`src/rtl/sc_regbank_pkg.sv`:
```
// sc_regbank_pkg: write-op mode encodings shared by the register bank RTL and its bench.
package sc_regbank_pkg;
    typedef logic [1:0] mode_t;
    localparam mode_t MODE_LOAD = 2'b00;
    localparam mode_t MODE_INC  = 2'b01;
    localparam mode_t MODE_SHL  = 2'b10;
    localparam mode_t MODE_SHR  = 2'b11;
endpackage

```
`src/rtl/sc_reg_cell.sv`:
```
// sc_reg_cell: one bank register plus its op-select next-value and next-flag logic.
module sc_reg_cell
    import sc_regbank_pkg::*;
#(
    parameter int W = 8
) (
    input  logic         i_clk,
    input  logic         i_rst_n,
    input  logic         i_we,
    input  mode_t        i_mode,
    input  logic [W-1:0] i_data,
    output logic [W-1:0] o_q,
    output logic [W-1:0] o_next,
    output logic         o_next_flag
);
    logic [W-1:0] r_q;

    assign o_next = i_mode == MODE_LOAD ? i_data :
                    i_mode == MODE_INC  ? r_q + W'(1) :
                    i_mode == MODE_SHL  ? {r_q[W-2:0], 1'b0} : {1'b0, r_q[W-1:1]};
    // INC carries out only when the register was all ones
    assign o_next_flag = i_mode == MODE_LOAD ? 1'b0 :
                         i_mode == MODE_INC  ? &r_q :
                         i_mode == MODE_SHL  ? r_q[W-1] : r_q[0];
    assign o_q = r_q;

    always_ff @(posedge i_clk or negedge i_rst_n)
        if (!i_rst_n) r_q <= '0;
        else if (i_we) r_q <= o_next;
endmodule

```
`src/rtl/sc_reg_bank.sv`:
```
// sc_reg_bank: NREGS-entry register bank, one op write port, two async read ports, carry flag.
// Define SC_REGBANK_BYPASS_EN to forward the pending op result to matching read ports.
module sc_reg_bank
    import sc_regbank_pkg::*;
#(
    parameter int DATAWIDTH_BUS = 8,
    parameter int NREGS         = 4,
    parameter int ADDRWIDTH     = 2
) (
    input  logic                     SC_RegBANK_CLOCK_50,
    input  logic                     SC_RegBANK_Reset_InLow,
    input  logic                     SC_RegBANK_Write_InLow,
    input  logic [1:0]               SC_RegBANK_Mode_In,
    input  logic [ADDRWIDTH-1:0]     SC_RegBANK_WrAddr_In,
    input  logic [DATAWIDTH_BUS-1:0] SC_RegBANK_DataBUS_In,
    input  logic [ADDRWIDTH-1:0]     SC_RegBANK_RdAddrA_In,
    input  logic [ADDRWIDTH-1:0]     SC_RegBANK_RdAddrB_In,
    output logic [DATAWIDTH_BUS-1:0] SC_RegBANK_DataA_Out,
    output logic [DATAWIDTH_BUS-1:0] SC_RegBANK_DataB_Out,
    output logic                     SC_RegBANK_ZeroA_Out,
    output logic                     SC_RegBANK_Flag_Out
);
    localparam int NSLOT = 2**ADDRWIDTH;
`ifdef SC_REGBANK_BYPASS_EN
    localparam bit BYPASS = 1'b1;
`else
    localparam bit BYPASS = 1'b0;
`endif

    logic [DATAWIDTH_BUS-1:0] w_q [NSLOT];
    logic [DATAWIDTH_BUS-1:0] w_nq[NSLOT];
    logic                     w_nf[NSLOT];
    logic                     w_wr_ok, w_fwd_a, w_fwd_b;
    logic                     r_flag;

    // out-of-range write addresses are dropped entirely
    assign w_wr_ok = !SC_RegBANK_Write_InLow &&
                     ({1'b0, SC_RegBANK_WrAddr_In} < (ADDRWIDTH+1)'(NREGS));

    // unpopulated address slots read as zero
    for (genvar i = 0; i < NSLOT; i++) begin : g_cell
        if (i < NREGS) begin : g_reg
            sc_reg_cell #(.W(DATAWIDTH_BUS)) u_cell (
                .i_clk      (SC_RegBANK_CLOCK_50),
                .i_rst_n    (SC_RegBANK_Reset_InLow),
                .i_we       (w_wr_ok && SC_RegBANK_WrAddr_In == ADDRWIDTH'(i)),
                .i_mode     (SC_RegBANK_Mode_In),
                .i_data     (SC_RegBANK_DataBUS_In),
                .o_q        (w_q[i]),
                .o_next     (w_nq[i]),
                .o_next_flag(w_nf[i])
            );
        end else begin : g_empty
            assign w_q[i]  = '0;
            assign w_nq[i] = '0;
            assign w_nf[i] = 1'b0;
        end
    end

    always_ff @(posedge SC_RegBANK_CLOCK_50 or negedge SC_RegBANK_Reset_InLow)
        if (!SC_RegBANK_Reset_InLow) r_flag <= 1'b0;
        else if (w_wr_ok) r_flag <= w_nf[SC_RegBANK_WrAddr_In];

    assign w_fwd_a = BYPASS && w_wr_ok && SC_RegBANK_RdAddrA_In == SC_RegBANK_WrAddr_In;
    assign w_fwd_b = BYPASS && w_wr_ok && SC_RegBANK_RdAddrB_In == SC_RegBANK_WrAddr_In;

    assign SC_RegBANK_DataA_Out = w_fwd_a ? w_nq[SC_RegBANK_WrAddr_In] : w_q[SC_RegBANK_RdAddrA_In];
    assign SC_RegBANK_DataB_Out = w_fwd_b ? w_nq[SC_RegBANK_WrAddr_In] : w_q[SC_RegBANK_RdAddrB_In];
    assign SC_RegBANK_ZeroA_Out = SC_RegBANK_DataA_Out == '0;
    assign SC_RegBANK_Flag_Out  = r_flag;
endmodule

```
`config.mk`:
```
export PLATFORM = sky130hd
export DESIGN_NAME = sc_reg_bank
export DESIGN_NICKNAME = d
export VERILOG_FILES = /design/src/rtl/sc_regbank_pkg.sv /design/src/rtl/sc_reg_cell.sv /design/src/rtl/sc_reg_bank.sv
export SDC_FILE = /design/constraint.sdc
export NUM_CORES = 1
export LEC_CHECK = 0
export CAP_MARGIN = 20
export CORE_MARGIN = 4
export CORE_UTILIZATION = 60
export CTS_BUF_LIST = sky130_fd_sc_hd__clkbuf_4
export CTS_CLUSTER_SIZE = 8
export DETAILED_ROUTE_END_ITERATION = 16
export PLACE_DENSITY = 0.85
export SKIP_CTS_REPAIR_TIMING = 1
export SLEW_MARGIN = 30
export SYNTH_ARGS = -nofsm -noshare
export SYNTH_HDL_FRONTEND = slang
export SYNTH_SLANG_ARGS = --single-unit
export TNS_END_PERCENT = 30
```
`constraint.sdc`:
```
create_clock -name SC_RegBANK_CLOCK_50 -period 2.8 [get_ports SC_RegBANK_CLOCK_50]
set_clock_uncertainty 0.1 [all_clocks]
set_input_delay 0.28 -clock SC_RegBANK_CLOCK_50 [delete_from_list [all_inputs] [get_ports SC_RegBANK_CLOCK_50]]
set_output_delay 0.28 -clock SC_RegBANK_CLOCK_50 [all_outputs]
set_load 0.02 [all_outputs]
```
==> results by group, run 1 <==
CTS
  – CTS buffer count: 5
  – Root Driver: clkbuf_4
  – H-tree depth: 2
  – TritonCTS clock tree: built
  – Register clock-pin slew on the reported worst setup and hold paths: 0.12 ns
  – Clk Latency, worst-skew pair: 0.35 ns
  – Sinks on Clock Net: 33
  – Clock Tree Buf Depth: 2

Cells and area
  – Fillers: 350
  – Area of the multi-input gates: 0.001961 sq mm
  – Non-Filler Instances: 484
  – Commonest non-fill, non-tap cell in the layout: nand2_1
  – Nets: 439
  – Share of post-route cells with drive strength above 1: 19.18%
  – Area Overhead vs Synth: 23.01%
  – Register area: 825.8 sq um
  – Ant diodes: 0
  – Most frequent cells in the layout: nand2_1, buf_4, a21oi_1

Timing
  – Slew HR: 58.65%
  – RSZ-0062 raised after global routing: no
  – Period utilization: 97.12%
  – Worst slew pin tran: 0.6179 ns
  – Final hold vios: 0
  – Peak Freq: 367.7 MHz
  – Fin. max-slew vios: 0
  – Hold WS: 0.2298 ns
  – Final Setup Violations: 0
  – Period minus WS final: 2.719 ns

Synthesis
  – Synthesized area: 0.003007 sq mm
  – Number of synthesis warnings: 0
  – Synth Instances: 364
  – Average size of a mapped cell: 8.260 sq um
  – Post-synthesis sequential area ratio: 27.47%
  – Syn Nets: 387
  – Post-synth cell types: 47
  – Ys flop type: dfrtp_1
  – Fraction of registers with async set/reset: 100.0%
  – Yosys reg bits: 33
  – Post-synth EDFFs: 0

Flow run
  – Max Cap Viol: 0

Detailed routing
  – Routed WL: 10520 microns
  – Antenna Nets Post-Route: 0
  – Vias: 3488
  – First-pass DRT Iterations: 7
  – DRC: 0
  – Routed WL per cell: 21.74 microns
  – DR vias/cell: 7.207
  – DR iter-0 viols: 548

Power
  – Power Density: 613.5 mW/mm^2
  – Pleak: 0.001505 uW
  – Worst VDD drop: 0.0003438 V

Global route
  – Gr usage total: 35.08%
  – Number of global-route vias before repair: 3138
  – Initial antenna violation count: 0
  – Grt total ovfl: 0
  – Pin count of the biggest net entering global routing: 37
  – First-pass GRT wire length: 16460 microns

Floorplanning
  – Core ar.: 0.004786 sq mm
  – Cell row count: 25
  – DIE AREA: 0.006208 sq mm
  – Die X: 78.79 microns
  – Io pins: 37
  – Die Height: 78.79 microns
  – Initial Util: 62.82%

Critical path
  – Endpoint class of the critical path: primary output
  – CP startpoint kind: primary input
  – Critical-path maximum fanout: 8
  – CP Class: primary input to primary output
  – WP data arrival: 2.34 ns
  – Crit path required time: 2.42 ns

Place
  – Port-buffer cells: 36
  – Post-DP HPWL: 7732 microns
  – DP Cell Count: 476
  – GP Congestion: 1.004

Run status
  – Status: finished, final reports clean

Worst hold path
  – HP Class: primary input to asynchronous set/reset pin
[sequential cells by signal, summed over array words and instances (netlist names)]
signal,flops
g_cell.g_reg.u_cell.o_q,32
SC_RegBANK_Flag_Out,1
[worst paths after layout]
kind	startpoint	endpoint	cells past startpoint	slack [ns]
worst min register to register	SC_RegBANK_Flag_Out$_DFFE_PN0N_	SC_RegBANK_Flag_Out$_DFFE_PN0N_	1	0.44
min in group SC_RegBANK_CLOCK_50	SC_RegBANK_Mode_In[1]	g_cell[1].g_reg.u_cell.o_q[3]$_DFFE_PN0P_	3	0.42
worst min-delay path	SC_RegBANK_Reset_InLow	g_cell[3].g_reg.u_cell.o_q[0]$_DFFE_PN0P_	2	0.23
max in group asynchronous	SC_RegBANK_Reset_InLow	g_cell[3].g_reg.u_cell.o_q[5]$_DFFE_PN0P_	2	2.05
worst max register to register	g_cell[0].g_reg.u_cell.o_q[0]$_DFFE_PN0P_	SC_RegBANK_Flag_Out$_DFFE_PN0N_	7	0.82
worst max-delay path	SC_RegBANK_RdAddrA_In[0]	SC_RegBANK_ZeroA_Out	6	0.08
[final cells by class]
class / count / share of cell area (%)
well taps: 67 / 2.267
inverters: 5 / 0.5074
clock inverters: 2 / 0.9134
clock buffers: 6 / 1.218
repair buffers: 83 / 19.76
multi-input cells: 288 / 53.01
flip-flops and latches: 33 / 22.33
[synthesized netlist by cell type (3+ instances only)]
cell      instances  area [sq um]
nand4_1           3         18.77
o21ai_1          26         130.1
mux2i_1           3         30.03
buf_4             3         22.52
buf_6             5         56.30
mux4_2           22         495.5
nor2b_1           7         43.79
dfrtp_1          33         825.8
ha_1              4         50.05
nand2_1          56         210.2
clkbuf_1         19         71.32
a31oi_1          13         81.33
nand3_1          15         75.07
a211oi_1          4         30.03
inv_1             4         15.01
o21ai_0          15         75.07
nor3_1            5         25.02
nor2_1           32         120.1
xnor2_1           3         26.28
o221ai_1          3         26.28
buf_2             8         40.04
a22o_1            4         35.03
buf_1             3         11.26
a21oi_1          37         185.2
nor4_1            4         25.02
[power by group]
group,switching (uW),internal (uW),total [uW]
combinational,622,573,1200
sequential,112,581,693
clock,186,196,381
[kinds of logic after synthesis]
family                     count (synthesis)  synth area share (%)
muxes                                     27                 18.73
DFF                                       33                 27.47
buffers and inverters                     43                 7.324
AOI/OAI and AO/OA                        118                 23.14
and+or+nand+nor                          135                 20.52
xor gates and xnor gates                   4                 1.165
adders and majority gates                  4                 1.665
[through the flow]
stage / power, uW / utilization [%] / area, sq um / worst slack, ns / setup TNS, ns
2_1_floorplan: 1347 / - / 3007 / 0.5355 / 0
3_3_place_gp: 1810 / 75.58 / 3617 / -0.2692 / -0.2692
3_5_place_dp: 1851 / 75.58 / 3617 / -0.3075 / -0.3075
4_1_cts: 2226 / 77.23 / 3696 / -0.3102 / -0.3102
5_1_grt: 2364 / 77.28 / 3699 / 0.04478 / 0
6_report: 2269 / 77.28 / 3699 / 0.08071 / 0
[per-layer routing]
layer	track usage, %	part of all wire, %	up-vias
met5	0	0	-
met4	19.41	7.2	0
met3	11.34	14	98
met2	53.48	45	339
met1	44.08	34	1594
li1	-	-	1457
[critical path: stages]
cell and delay (ns):
clkdlybuf4s50_1 0.50, buf_12 0.14, mux4_2 0.51, or4_1 0.55, nor2_1 0.12, dlymetal6s2s_1 0.23
Power figures use the tool's default switching activity.
==> run 2: changes to the inputs <==
--- a/config.mk
+++ b/config.mk
@@ -12,6 +12,7 @@
 export CTS_CLUSTER_SIZE = 8
 export DETAILED_ROUTE_END_ITERATION = 16
 export PLACE_DENSITY = 0.85
+export SETUP_SLACK_MARGIN = 0.1
 export SKIP_CTS_REPAIR_TIMING = 1
 export SLEW_MARGIN = 30
 export SYNTH_ARGS = -nofsm -noshare
==> run 2 against run 1 <==
Net effect: flip-flop and latch count unchanged; largest power group unchanged; total power down 0.52%; global-route usage unchanged; setup slack better by 0.084 ns; combinational power about the same; sequential share of layout area about the same; first-iteration DRC count up 12%; critical path depth unchanged; design area down 0.14%; die area unchanged.
==> results by group, run 2 (synthesized netlist as in run 1, its figures left out) <==
Critical path
  – CP max stage delay: 0.54 ns (about the same)
  – Endpoint class of the critical path: primary output
  – Slowest-stage cell, CP: or4_1
  – Largest delay contributor family on the critical path: buffers and inverters
  – Worst path bufs/invs: 3 (unchanged)
  – Crit path required time: 2.42 ns (about the same)
  – WP data arrival: 2.25 ns (-0.09 ns)
  – CP Class: primary input to primary output
  – CP Cell Sequence: clkdlybuf4s50_1 > buf_12 > mux4_2 > or4_1 > nor2_1 > buf_4
  – Critical-path maximum fanout: 8 (unchanged)
  – CP startpoint kind: primary input

Cells and area
  – Largest register FFs: 32 (unchanged)
  – Fillers: 351 (+0.29%)
  – Most frequent cells in the layout: nand2_1, buf_4, a21oi_1
  – Ant diodes: 0 (unchanged)
  – Register area: 825.8 sq um (unchanged)
  – Nets: 439 (unchanged)
  – Final core occ: 77.18% (-0.10 points)
  – Area Overhead vs Synth: 22.85%
  – Commonest non-fill, non-tap cell in the layout: nand2_1
  – Area of the multi-input gates: 0.001961 sq mm (unchanged)
  – Share of post-route cells with drive strength above 1: 19.42% (+0.24 points)

CTS
  – Root Driver: clkbuf_4
  – H-tree depth: 2 (unchanged)
  – TritonCTS clock tree: built
  – Clk Latency, worst-skew pair: 0.35 ns (about the same)
  – Clock Tree Buf Depth: 2 (unchanged)
  – Sinks on Clock Net: 33 (unchanged)
  – CTS buffer count: 5 (unchanged)
  – Register clock-pin slew on the reported worst setup and hold paths: 0.11 ns (about the same)

Power
  – Seq pwr share: 30.6% (about the same)
  – Clock Power Share: 16.7% (about the same)
  – Worst VDD drop: 0.0003417 V (-0.62%)
  – Sw Ratio: 40.21% (-0.30 points)
  – P_int: 1350 uW (about the same)
  – Power Density: 611.2 mW/mm^2 (-0.39%)
  – Logic pwr share: 52.7% (about the same)
  – Sw Pwr: 907.7 uW (-1.3%)
  – Pleak: 0.001489 uW (-1.1%)

Timing
  – Fin. max-slew vios: 0 (unchanged)
  – Peak Freq: 379.5 MHz (+3.2%)
  – RSZ-0062 raised after global routing: no
  – Slew HR: 58.12% (-0.53 points)
  – Worst slew pin tran: 0.6259 ns (+0.007941 ns)
  – Worst setup margin: 0.1651 ns (+0.08438 ns)
  – Final hold vios: 0 (unchanged)
  – Final Setup Violations: 0 (unchanged)
  – Period minus WS final: 2.635 ns (-0.08438 ns)
  – Period utilization: 94.10% (-3.0 points)

Run status
  – Status: finished, final reports clean

Detailed routing
  – First-pass DRT Iterations: 7 (unchanged)
  – Routed WL: 10360 microns (-1.5%)
  – Metal2 WL: 4604 microns (-1.7%)
  – Antenna Nets Post-Route: 0 (unchanged)
  – DR iter-0 viols: 613 (+12%)
  – Routed WL per cell: 21.41 microns (-1.5%)
  – Routed length on met1: 3550 microns (-1.4%)
  – Vias: 3485 (-0.086%)
  – Met3 WL: 1479 microns (+0.41%)
  – Top Metal Used: met4
  – DR vias/cell: 7.200 (about the same)
  – DRC: 0 (unchanged)

Global route
  – First-pass GRT wire length: 16460 microns (unchanged)
  – Initial antenna violation count: 0 (unchanged)
  – Grt total ovfl: 0 (unchanged)
  – Gr usage total: 35.08% (unchanged)
  – Number of global-route vias before repair: 3138 (unchanged)
  – Pin count of the biggest net entering global routing: 37 (unchanged)

Floorplanning
  – Core ar.: 0.004786 sq mm (unchanged)
  – Io pins: 37 (unchanged)
  – Initial Util: 62.82% (unchanged)
  – DIE AREA: 0.006208 sq mm (unchanged)
  – Cell row count: 25 (unchanged)
  – Die X: 78.79 microns (unchanged)
  – Die Height: 78.79 microns (unchanged)

Place
  – GP Congestion: 1.004 (unchanged)
  – Port-buffer cells: 36 (unchanged)
  – Setup WS pre-CTS: -0.3075 ns (unchanged)
  – Post-DP HPWL: 7732 microns (unchanged)

Worst hold path
  – HP Class: primary input to asynchronous set/reset pin

Flow run
  – Max Cap Viol: 0 (unchanged)
run 2: area by class of cell:
type	count	share of cell area, %
tap	67	2.270
multi-input combinational	288	53.08
clock inverter	2	0.9146
sequential	33	22.36
timing repair buffer	83	19.65
inverter	5	0.5081
clock buffer	6	1.220
run 2: worst paths after layout:
check / startpoint / to / depth (start not counted) / slack [ns]
worst min-delay path: SC_RegBANK_Reset_InLow / g_cell[1].g_reg.u_cell.o_q[0]$_DFFE_PN0P_ / 2 / 0.24
max in group asynchronous: SC_RegBANK_Reset_InLow / g_cell[3].g_reg.u_cell.o_q[5]$_DFFE_PN0P_ / 2 / 2.03
worst min register to register: SC_RegBANK_Flag_Out$_DFFE_PN0N_ / SC_RegBANK_Flag_Out$_DFFE_PN0N_ / 1 / 0.44
worst max-delay path: SC_RegBANK_RdAddrA_In[0] / SC_RegBANK_ZeroA_Out / 6 / 0.17
min in group SC_RegBANK_CLOCK_50: SC_RegBANK_Mode_In[1] / g_cell[1].g_reg.u_cell.o_q[3]$_DFFE_PN0P_ / 3 / 0.41
worst max register to register: g_cell[0].g_reg.u_cell.o_q[0]$_DFFE_PN0P_ / SC_RegBANK_Flag_Out$_DFFE_PN0N_ / 7 / 0.82
run 2: per-stage QoR:
| step | instances | hold slack (ns) | power (uW) | TNS (ns) | cell area, sq um |
|---|---|---|---|---|---|
| after floorplan | 364 | -0.1156 | 1347 | 0 | 3007 |
| after global placement | 476 | 0.4082 | 1810 | -0.2692 | 3617 |
| after detailed placement | 476 | 0.4089 | 1851 | -0.3075 | 3617 |
| after CTS | 484 | 0.2523 | 2226 | -0.3102 | 3696 |
| after global routing | 484 | 0.2644 | 2364 | 0 | 3694 |
| final | 484 | 0.2383 | 2257 | 0 | 3694 |
run 2: per-layer routing:
layer	GRT usage, %	vias to the layer above
met1	44.08	1577
met4	19.41	0
met2	53.48	343
met5	0	-
met3	11.34	102
li1	-	1463
run 2: power by group through the flow:
| stage | combinational (uW) | sequential (uW) | clock (uW) |
|---|---|---|---|
| 3_5_place_dp | 1160 | 695 | 0 |
| 2_1_floorplan | 659 | 688 | 0 |
| 5_1_grt | 1260 | 699 | 402 |
| 3_3_place_gp | 1120 | 687 | 0 |
| 4_1_cts | 1170 | 685 | 375 |
| 6_report | 1190 | 691 | 376 |
run 2: worst reg2reg max path, stage by stage, from the launching register on:
cell and delay, ns:
dfrtp_1 0.40, buf_4 0.18, ha_1 0.26, nand3_1 0.16, nor2_1 0.09, a41oi_1 0.30, nor4b_1 0.09, a221o_1 0.29
